**config.mk**
```make
export PLATFORM = sky130hd
export DESIGN_NAME = xmtr
export DESIGN_NICKNAME = d
export VERILOG_FILES = /design/src/rtl/xmtr_pkg.sv /design/src/rtl/xmtr_fifo.sv /design/src/rtl/xmtr.sv
export SDC_FILE = /design/constraint.sdc
export NUM_CORES = 1
export LEC_CHECK = 0
export CORE_MARGIN = 8
export CORE_UTILIZATION = 55
export CTS_CLUSTER_SIZE = 14
export DETAILED_ROUTE_END_ITERATION = 16
export PLACE_DENSITY = 0.79
export SLEW_MARGIN = 20
export SYNTH_ARGS = -nofsm -noshare
export SYNTH_HDL_FRONTEND = slang
export SYNTH_SLANG_ARGS = --single-unit
```
**constraint.sdc**
```tcl
create_clock -name i_clk -period 2.55 [get_ports i_clk]
set_input_delay 0.3825 -clock i_clk [delete_from_list [all_inputs] [get_ports i_clk]]
set_output_delay 0.3825 -clock i_clk [all_outputs]
set_load 0.02 [all_outputs]
```
**src/rtl/xmtr_pkg.sv**
```systemverilog
// ----------------------------------------------------------------------------
// xmtr_pkg
//   Shared definitions for the serial word transmitter (xmtr) and its input
//   buffer.
//   - DATA_W_DEF : default word width. It must match the word width of the
//                  remote rcvr.
//   - xmtr_state_e : FSM state encoding (IDLE / SYNC / SHIFT).
//   - cnt_width()  : width helper that never returns zero.
//   Build option: XMTR_FIFO_EN selects the FIFO input buffer in xmtr.
// ----------------------------------------------------------------------------
package xmtr_pkg;

  localparam int DATA_W_DEF = 16;

  typedef enum logic [1:0] {
    ST_IDLE  = 2'd0,
    ST_SYNC  = 2'd1,
    ST_SHIFT = 2'd2
  } xmtr_state_e;

  // Number of bits needed to index n items. A single item still needs one bit.
  function automatic int cnt_width(input int n);
    return (n > 1) ? $clog2(n) : 1;
  endfunction

endpackage

```
**src/rtl/xmtr_fifo.sv**
```systemverilog
// ----------------------------------------------------------------------------
// xmtr_fifo
//   Synchronous FIFO used as the xmtr input buffer when XMTR_FIFO_EN is
//   defined. It holds DEPTH words of W bits.
//   The head word is always visible on rdata, so a pop consumes the word that
//   the consumer has already read.
//   Ports:
//     i_clk    in   1         clock, posedge
//     i_rst_n  in   1         asynchronous active-low reset (flushes the FIFO)
//     push     in   1         write wdata (ignored when full)
//     pop      in   1         drop the head word (ignored when empty)
//     wdata    in   W         word to write
//     rdata    out  W         head word
//     full     out  1         DEPTH words stored
//     empty    out  1         no words stored
//     count    out  AW+1      number of stored words
// ----------------------------------------------------------------------------
module xmtr_fifo
  import xmtr_pkg::*;
#(
  parameter int W     = DATA_W_DEF,
  parameter int DEPTH = 4
) (
  input  logic                        i_clk,
  input  logic                        i_rst_n,
  input  logic                        push,
  input  logic                        pop,
  input  logic [W-1:0]                wdata,
  output logic [W-1:0]                rdata,
  output logic                        full,
  output logic                        empty,
  output logic [cnt_width(DEPTH):0]   count
);

  localparam int AW = cnt_width(DEPTH);
  localparam logic [AW:0] FULL_CNT = (AW+1)'(DEPTH);

  logic [W-1:0]  mem [DEPTH];
  logic [AW-1:0] wr_ptr;
  logic [AW-1:0] rd_ptr;
  logic [AW:0]   cnt;
  logic          do_push;
  logic          do_pop;

  // Requests that would overflow or underflow are dropped here. This lets the
  // user logic pulse push/pop without re-checking the flags.
  assign do_push = push && !full;
  assign do_pop  = pop && !empty;

  assign full  = (cnt == FULL_CNT);
  assign empty = (cnt == '0);
  assign count = cnt;
  assign rdata = mem[rd_ptr];

  // Pointer and occupancy bookkeeping. DEPTH is a power of two, so the
  // pointers wrap naturally. A simultaneous push and pop leaves the count
  // unchanged.
  always_ff @(posedge i_clk or negedge i_rst_n) begin
    if (!i_rst_n) begin
      wr_ptr <= '0;
      rd_ptr <= '0;
      cnt    <= '0;
    end else begin
      if (do_push) begin
        wr_ptr <= wr_ptr + AW'(1);
      end
      if (do_pop) begin
        rd_ptr <= rd_ptr + AW'(1);
      end
      case ({do_push, do_pop})
        2'b10:   cnt <= cnt + (AW+1)'(1);
        2'b01:   cnt <= cnt - (AW+1)'(1);
        default: cnt <= cnt;
      endcase
    end
  end

  // Storage array. It has no reset: the entries are only read when the count
  // says they hold valid data.
  always_ff @(posedge i_clk) begin
    if (do_push) begin
      mem[wr_ptr] <= wdata;
    end
  end

endmodule

```
**src/rtl/xmtr.sv**
```systemverilog
// ----------------------------------------------------------------------------
// xmtr
//   Serial word transmitter, the transmit end of the fs/d link to rcvr.
//   Parallel words arrive over a valid/ready handshake and are buffered.
//   Each burst begins with a one-cycle frame sync (o_fs). The words then go
//   out MSB first on o_d, back to back. o_fs is reissued after FRAME_WORDS
//   contiguous words so that the receiver can realign.
//   Ports:
//     i_clk    in   1       clock, posedge
//     i_rst_n  in   1       asynchronous active-low reset
//     i_data   in   DATA_W  word to send
//     i_vld    in   1       i_data valid
//     o_rdy    out  1       buffer can accept (transfer on i_vld & o_rdy)
//     o_fs     out  1       frame sync, one cycle before the first MSB
//     o_d      out  1       serial data, MSB first
//     o_busy   out  1       sync/shift in progress or buffer non-empty
//   Build option:
//     XMTR_FIFO_EN defined   : FIFO_DEPTH-word FIFO buffer (xmtr_fifo)
//     XMTR_FIFO_EN undefined : single holding register, FIFO_DEPTH unused
// ----------------------------------------------------------------------------
module xmtr
  import xmtr_pkg::*;
#(
  parameter int DATA_W      = DATA_W_DEF,
  parameter int FIFO_DEPTH  = 4,
  parameter int FRAME_WORDS = 8
) (
  input  logic              i_clk,
  input  logic              i_rst_n,
  input  logic [DATA_W-1:0] i_data,
  input  logic              i_vld,
  output logic              o_rdy,
  output logic              o_fs,
  output logic              o_d,
  output logic              o_busy
);

  localparam int BIT_W = cnt_width(DATA_W);
  localparam int WC_W  = $clog2(FRAME_WORDS) + 1;
  localparam logic [BIT_W-1:0] LAST_BIT   = BIT_W'(DATA_W - 1);
  localparam logic [WC_W-1:0]  LAST_WORD  = WC_W'(FRAME_WORDS - 1);

  xmtr_state_e       state;
  xmtr_state_e       state_next;
  logic [DATA_W-1:0] shift_q;
  logic [DATA_W-1:0] shift_next;
  logic [BIT_W-1:0]  bit_cnt;
  logic [BIT_W-1:0]  bit_cnt_next;
  logic [WC_W-1:0]   word_cnt;
  logic [WC_W-1:0]   word_cnt_next;
  logic              fs_next;
  logic              d_next;
  logic              last_bit;
  logic              frame_room;

  logic              push;
  logic              buf_pop;
  logic              buf_empty;
  logic [DATA_W-1:0] buf_head;

  // A word transfers on any edge where the buffer offered space. o_rdy comes
  // only from the buffer state before the edge, so a pop in the same cycle
  // does not open a slot early.
  assign push = i_vld && o_rdy;

`ifdef XMTR_FIFO_EN
  logic                           buf_full;
  logic [cnt_width(FIFO_DEPTH):0] unused_buf_count;

  // Multi-word input buffer. Producers can run ahead of the serial line by
  // FIFO_DEPTH words.
  xmtr_fifo #(
    .W     (DATA_W),
    .DEPTH (FIFO_DEPTH)
  ) u_fifo (
    .i_clk   (i_clk),
    .i_rst_n (i_rst_n),
    .push    (push),
    .pop     (buf_pop),
    .wdata   (i_data),
    .rdata   (buf_head),
    .full    (buf_full),
    .empty   (buf_empty),
    .count   (unused_buf_count)
  );

  assign o_rdy = !buf_full;
`else
  logic              hold_vld;
  logic [DATA_W-1:0] hold_data;
  logic              unused_fifo_depth;

  // Single holding register. o_rdy is low while it is occupied, so a push
  // can never coincide with the pop that empties it. Refilling therefore
  // costs a one-cycle bubble.
  always_ff @(posedge i_clk or negedge i_rst_n) begin
    if (!i_rst_n) begin
      hold_vld  <= 1'b0;
      hold_data <= '0;
    end else if (push) begin
      hold_vld  <= 1'b1;
      hold_data <= i_data;
    end else if (buf_pop) begin
      hold_vld  <= 1'b0;
    end
  end

  assign buf_empty         = !hold_vld;
  assign buf_head          = hold_data;
  assign o_rdy             = !hold_vld;
  assign unused_fifo_depth = (FIFO_DEPTH > 0);
`endif

  assign last_bit   = (bit_cnt == LAST_BIT);
  assign frame_room = (word_cnt < LAST_WORD);
  assign o_busy     = (state != ST_IDLE) || !buf_empty;

  // Next-state, shifter and buffer-pop decisions.
  // SYNC always pops, because it is only entered with a non-empty buffer.
  // At the last bit of a word, SHIFT either chains the next word without a
  // gap, returns to SYNC to reissue o_fs, or falls back to IDLE. The
  // current word always finishes first.
  always_comb begin
    state_next    = state;
    shift_next    = shift_q;
    bit_cnt_next  = bit_cnt;
    word_cnt_next = word_cnt;
    buf_pop       = 1'b0;
    case (state)
      ST_IDLE: begin
        if (!buf_empty) begin
          state_next = ST_SYNC;
        end
      end
      ST_SYNC: begin
        buf_pop       = 1'b1;
        shift_next    = buf_head;
        bit_cnt_next  = '0;
        word_cnt_next = '0;
        state_next    = ST_SHIFT;
      end
      ST_SHIFT: begin
        if (!last_bit) begin
          shift_next   = shift_q << 1;
          bit_cnt_next = bit_cnt + BIT_W'(1);
        end else if (!buf_empty && frame_room) begin
          buf_pop       = 1'b1;
          shift_next    = buf_head;
          bit_cnt_next  = '0;
          word_cnt_next = word_cnt + WC_W'(1);
        end else if (!buf_empty) begin
          state_next = ST_SYNC;
        end else begin
          state_next = ST_IDLE;
        end
      end
      default: begin
        state_next = ST_IDLE;
      end
    endcase
  end

  // The output flops are loaded with the value that belongs to the upcoming
  // state, so o_fs and o_d line up with that state. In SHIFT the shifter
  // MSB is the bit on the line. Outside SHIFT the line is held low.
  assign fs_next = (state_next == ST_SYNC);
  assign d_next  = (state_next == ST_SHIFT) && shift_next[DATA_W-1];

  // State, datapath and registered outputs. An asynchronous reset drops the
  // line immediately, so a frame cut short is never completed.
  always_ff @(posedge i_clk or negedge i_rst_n) begin
    if (!i_rst_n) begin
      state    <= ST_IDLE;
      shift_q  <= '0;
      bit_cnt  <= '0;
      word_cnt <= '0;
      o_fs     <= 1'b0;
      o_d      <= 1'b0;
    end else begin
      state    <= state_next;
      shift_q  <= shift_next;
      bit_cnt  <= bit_cnt_next;
      word_cnt <= word_cnt_next;
      o_fs     <= fs_next;
      o_d      <= d_next;
    end
  end

endmodule

```
==> results.cfg <==
[run_status]
status = finished clean

[grt]
grt_max_degree = 46
grt-ovfl-total = 0
antenna_found_initial = 0
grt_pass1_vias = 1744
grt_use_total_pct = 15.9
grt_pass1_wl_mm = 8.24

[floorplan]
fp.dieW_um = 80.4
die_h_um = 80.4
core_area_mm2 = 0.00400
io_pins = 23
rows = 23
design.die.area_mm2 = 0.00646
initial_utilization_pct = 57.0

[detailed_routing]
wl_mm = 4.74
route.met2.wl_mm = 2.39
drtIter0Drc = 145
route.met3.wl_um = 239
wl_met1_mm = 2.04
wl_per_cell_um = 17.6
drt_first_pass_iters = 4
drc = 0
num_vias = 1696
drt-vias-per-instance = 6.30
top_layer = met4
ant_nets = 0

[synthesis]
ys.flop_type = dfrtp_1
synth_cell_types = 40
synth.avg_cell_area_um2 = 11.4
ys_async_sr_fraction_pct = 100
mappedNetlistNets = 224
syn_inst = 199
yosys_warnings = 0
syn_area_mm2 = 0.00228
synth_edf_count = 0
ys_seq_area_share_pct = 49.4
ys_seq_elements = 45

[worst_setup_path]
timing.rr.start = bit_cnt[0]$_DFFE_PN0P_
r2r-end = bit_cnt[3]$_DFFE_PN0P_
crit_slowest_cell = nor2_4
crit_end = bit_cnt[3]$_DFFE_PN0P_
worst_setup_path_end_kind = flop
cp.arrival_ns = 2.33
slowest_delay_ns = 0.66
worst_path_most_repeated_cell = o21ai_0
startpoint = bit_cnt[0]$_DFFE_PN0P_
path_cells = ha_1, and3_2, a211oi_4, nor2_4, o21ai_0, o21ai_0
cp.required_ns = 2.76
cp_max_fo = 33
reg2reg_slack_ns = 0.43
critPathKind = reg2reg
start_kind = flop
reg2reg_depth = 6

[final_layout]
utilization_pct = 65.7
fill_cells = 296
diodes = 0
fin_nets = 243
finalNonFillerCells = 269
stdcell_area_mm2 = 0.00263
post_route_cells_drive_above_1_share_pct = 21.5
syn_to_final_growth_pct = 15.3

[sta]
drv_slew = 0
rsz0062_at_grt = no
setup_viol = 0
setup_tns_ns = 0
hold_viol_final = 0
fin_crit_sh_pct = 83.2
clock_skew_ns = 0.0111
period_needed_ns = 2.12
worst_pin_slew_ns = 0.975
max_slew_margin_pct = 35.0
fmax_mhz = 471
setup_slack_ns = 0.429

[placement]
portBuffers = 22
post-dp-hpwl_mm = 3.29
place_inst = 261
place_congestion = 0.815
dpl_cell_area_mm2 = 0.00251
post-place-ws_ns = 0.477

[power]
peakVddDrop_v = 0.000580
leakage_nw = 1.14
power.density_mw_per_mm2 = 1130

[cts]
cts_buffer_depth = 2
htreeDepth = 2
cts_buffers = 5
post_cts_buffers = 0
insertion_delay_ns = 0.29
cts_resized = 0
root_buffer = clkbuf_8
ctsHoldBuffers = 0
cts.sinks = 45
clk_pin_slew_worst_paths_ns = 0.09
cts_tree = done

[hold_path]
hold_class = in2async

[run]
cap_violations = 0
-- worst max-delay path: cells and delay by family (launching register included) --
kind	cells	cell delay, ns
and+or+nand+nor	2	0.93
AOI/OAI and AO/OA	3	0.39
DFF	1	0.44
adders and majority gates	1	0.28
-- final cells by class --
| type | instances | area [um^2] | area share, % |
|---|---|---|---|
| Clock buffer | 5 | 68.8 | 2.62 |
| Clock inverter | 3 | 43.8 | 1.67 |
| Inverter | 5 | 18.8 | 0.715 |
| Multi-Input combinational cell | 135 | 1060 | 40.4 |
| Sequential cell | 45 | 1130 | 42.9 |
| Tap cell | 50 | 62.6 | 2.38 |
| Timing Repair Buffer | 26 | 245 | 9.34 |
-- cell usage after synthesis (all sizes together) (2+ instances only) --
| library cell | instances | share of area [%] |
|---|---|---|
| dfrtp | 45 | 49 |
| a21oi | 20 | 4.4 |
| nand2 | 18 | 3.0 |
| mux2 | 16 | 7.9 |
| a22oi | 15 | 4.9 |
| o41ai | 14 | 9.0 |
| nor2 | 11 | 2.1 |
| buf | 9 | 2.4 |
| ha | 6 | 3.3 |
| o21ai | 6 | 1.3 |
| clkbuf | 5 | 0.82 |
| inv | 5 | 0.82 |
| a21o | 3 | 0.99 |
| nand3 | 3 | 1.1 |
| a211oi | 2 | 1.2 |
| nor2b | 2 | 0.55 |
| nor3 | 2 | 0.44 |
| o2bb2ai | 2 | 0.77 |
-- sequential cells by signal, indices dropped and copies added, names as in the netlist --
name      cells
bit_cnt       4
buf_head     16
state         2
o_fs          1
word_cnt      4
o_d           1
hold_vld      1
shift_q      16
-- report_power, final --
group,internal [mW],switching (mW),leakage [nW]
combinational,0.495,0.776,0.501
sequential,0.952,0.207,0.583
clock,0.294,0.247,0.0585
-- cells in the final DEF (no fill, tap or decap), drive strengths merged, types with 2 or more instances in the layout --
cell,n
a211oi,2
a21o,3
a21oi,20
a22oi,15
buf,5
clkbuf,5
clkdlybuf4s50,21
dfrtp,45
ha,6
inv,6
mux2,16
nand2,18
nand3,3
nor2,11
nor2b,2
nor3,2
o21ai,6
o2bb2ai,2
o41ai,14
-- worst min path at each step --
| stage | to | startpoint | cells past startpoint | slack [ns] |
|---|---|---|---|---|
| 2_1_floorplan | bit_cnt[0]$_DFFE_PN0P_ | i_rst_n | 0 | 0.09 |
| 3_3_place_gp | shift_q[6]$_DFFE_PN0P_ | shift_q[6]$_DFFE_PN0P_ | 2 | 0.46 |
| 3_5_place_dp | shift_q[12]$_DFFE_PN0P_ | shift_q[12]$_DFFE_PN0P_ | 2 | 0.46 |
| 4_1_cts | bit_cnt[0]$_DFFE_PN0P_ | i_rst_n | 1 | 0.27 |
| 5_1_grt | shift_q[12]$_DFFE_PN0P_ | i_rst_n | 1 | 0.31 |
| 6_report | buf_head[7]$_DFFE_PN0P_ | i_rst_n | 1 | 0.24 |
-- per-stage QoR --
stage               hold slack [ns]  total power [mW]
global placement              0.458              2.34
global route                  0.313              3.17
CTS                           0.269              2.98
floorplan                    0.0869              2.13
detailed placement            0.463              2.43
finish                        0.243              2.97
-- routing by layer --
layer	vias to the layer above	global-route usage (%)
li1	782	-
met1	847	20.2
met2	60	25.3
met3	7	3.68
met4	0	6.18
met5	-	0
-- kinds of logic after synthesis --
family          synth area share (%)
mux                             8.35
flops                           49.4
buf+inv                         4.01
simple gates                    9.56
fa+ha+maj                       3.29
xor+xnor                       0.384
compound gates                  25.0
(Power assumes the default switching activity.)
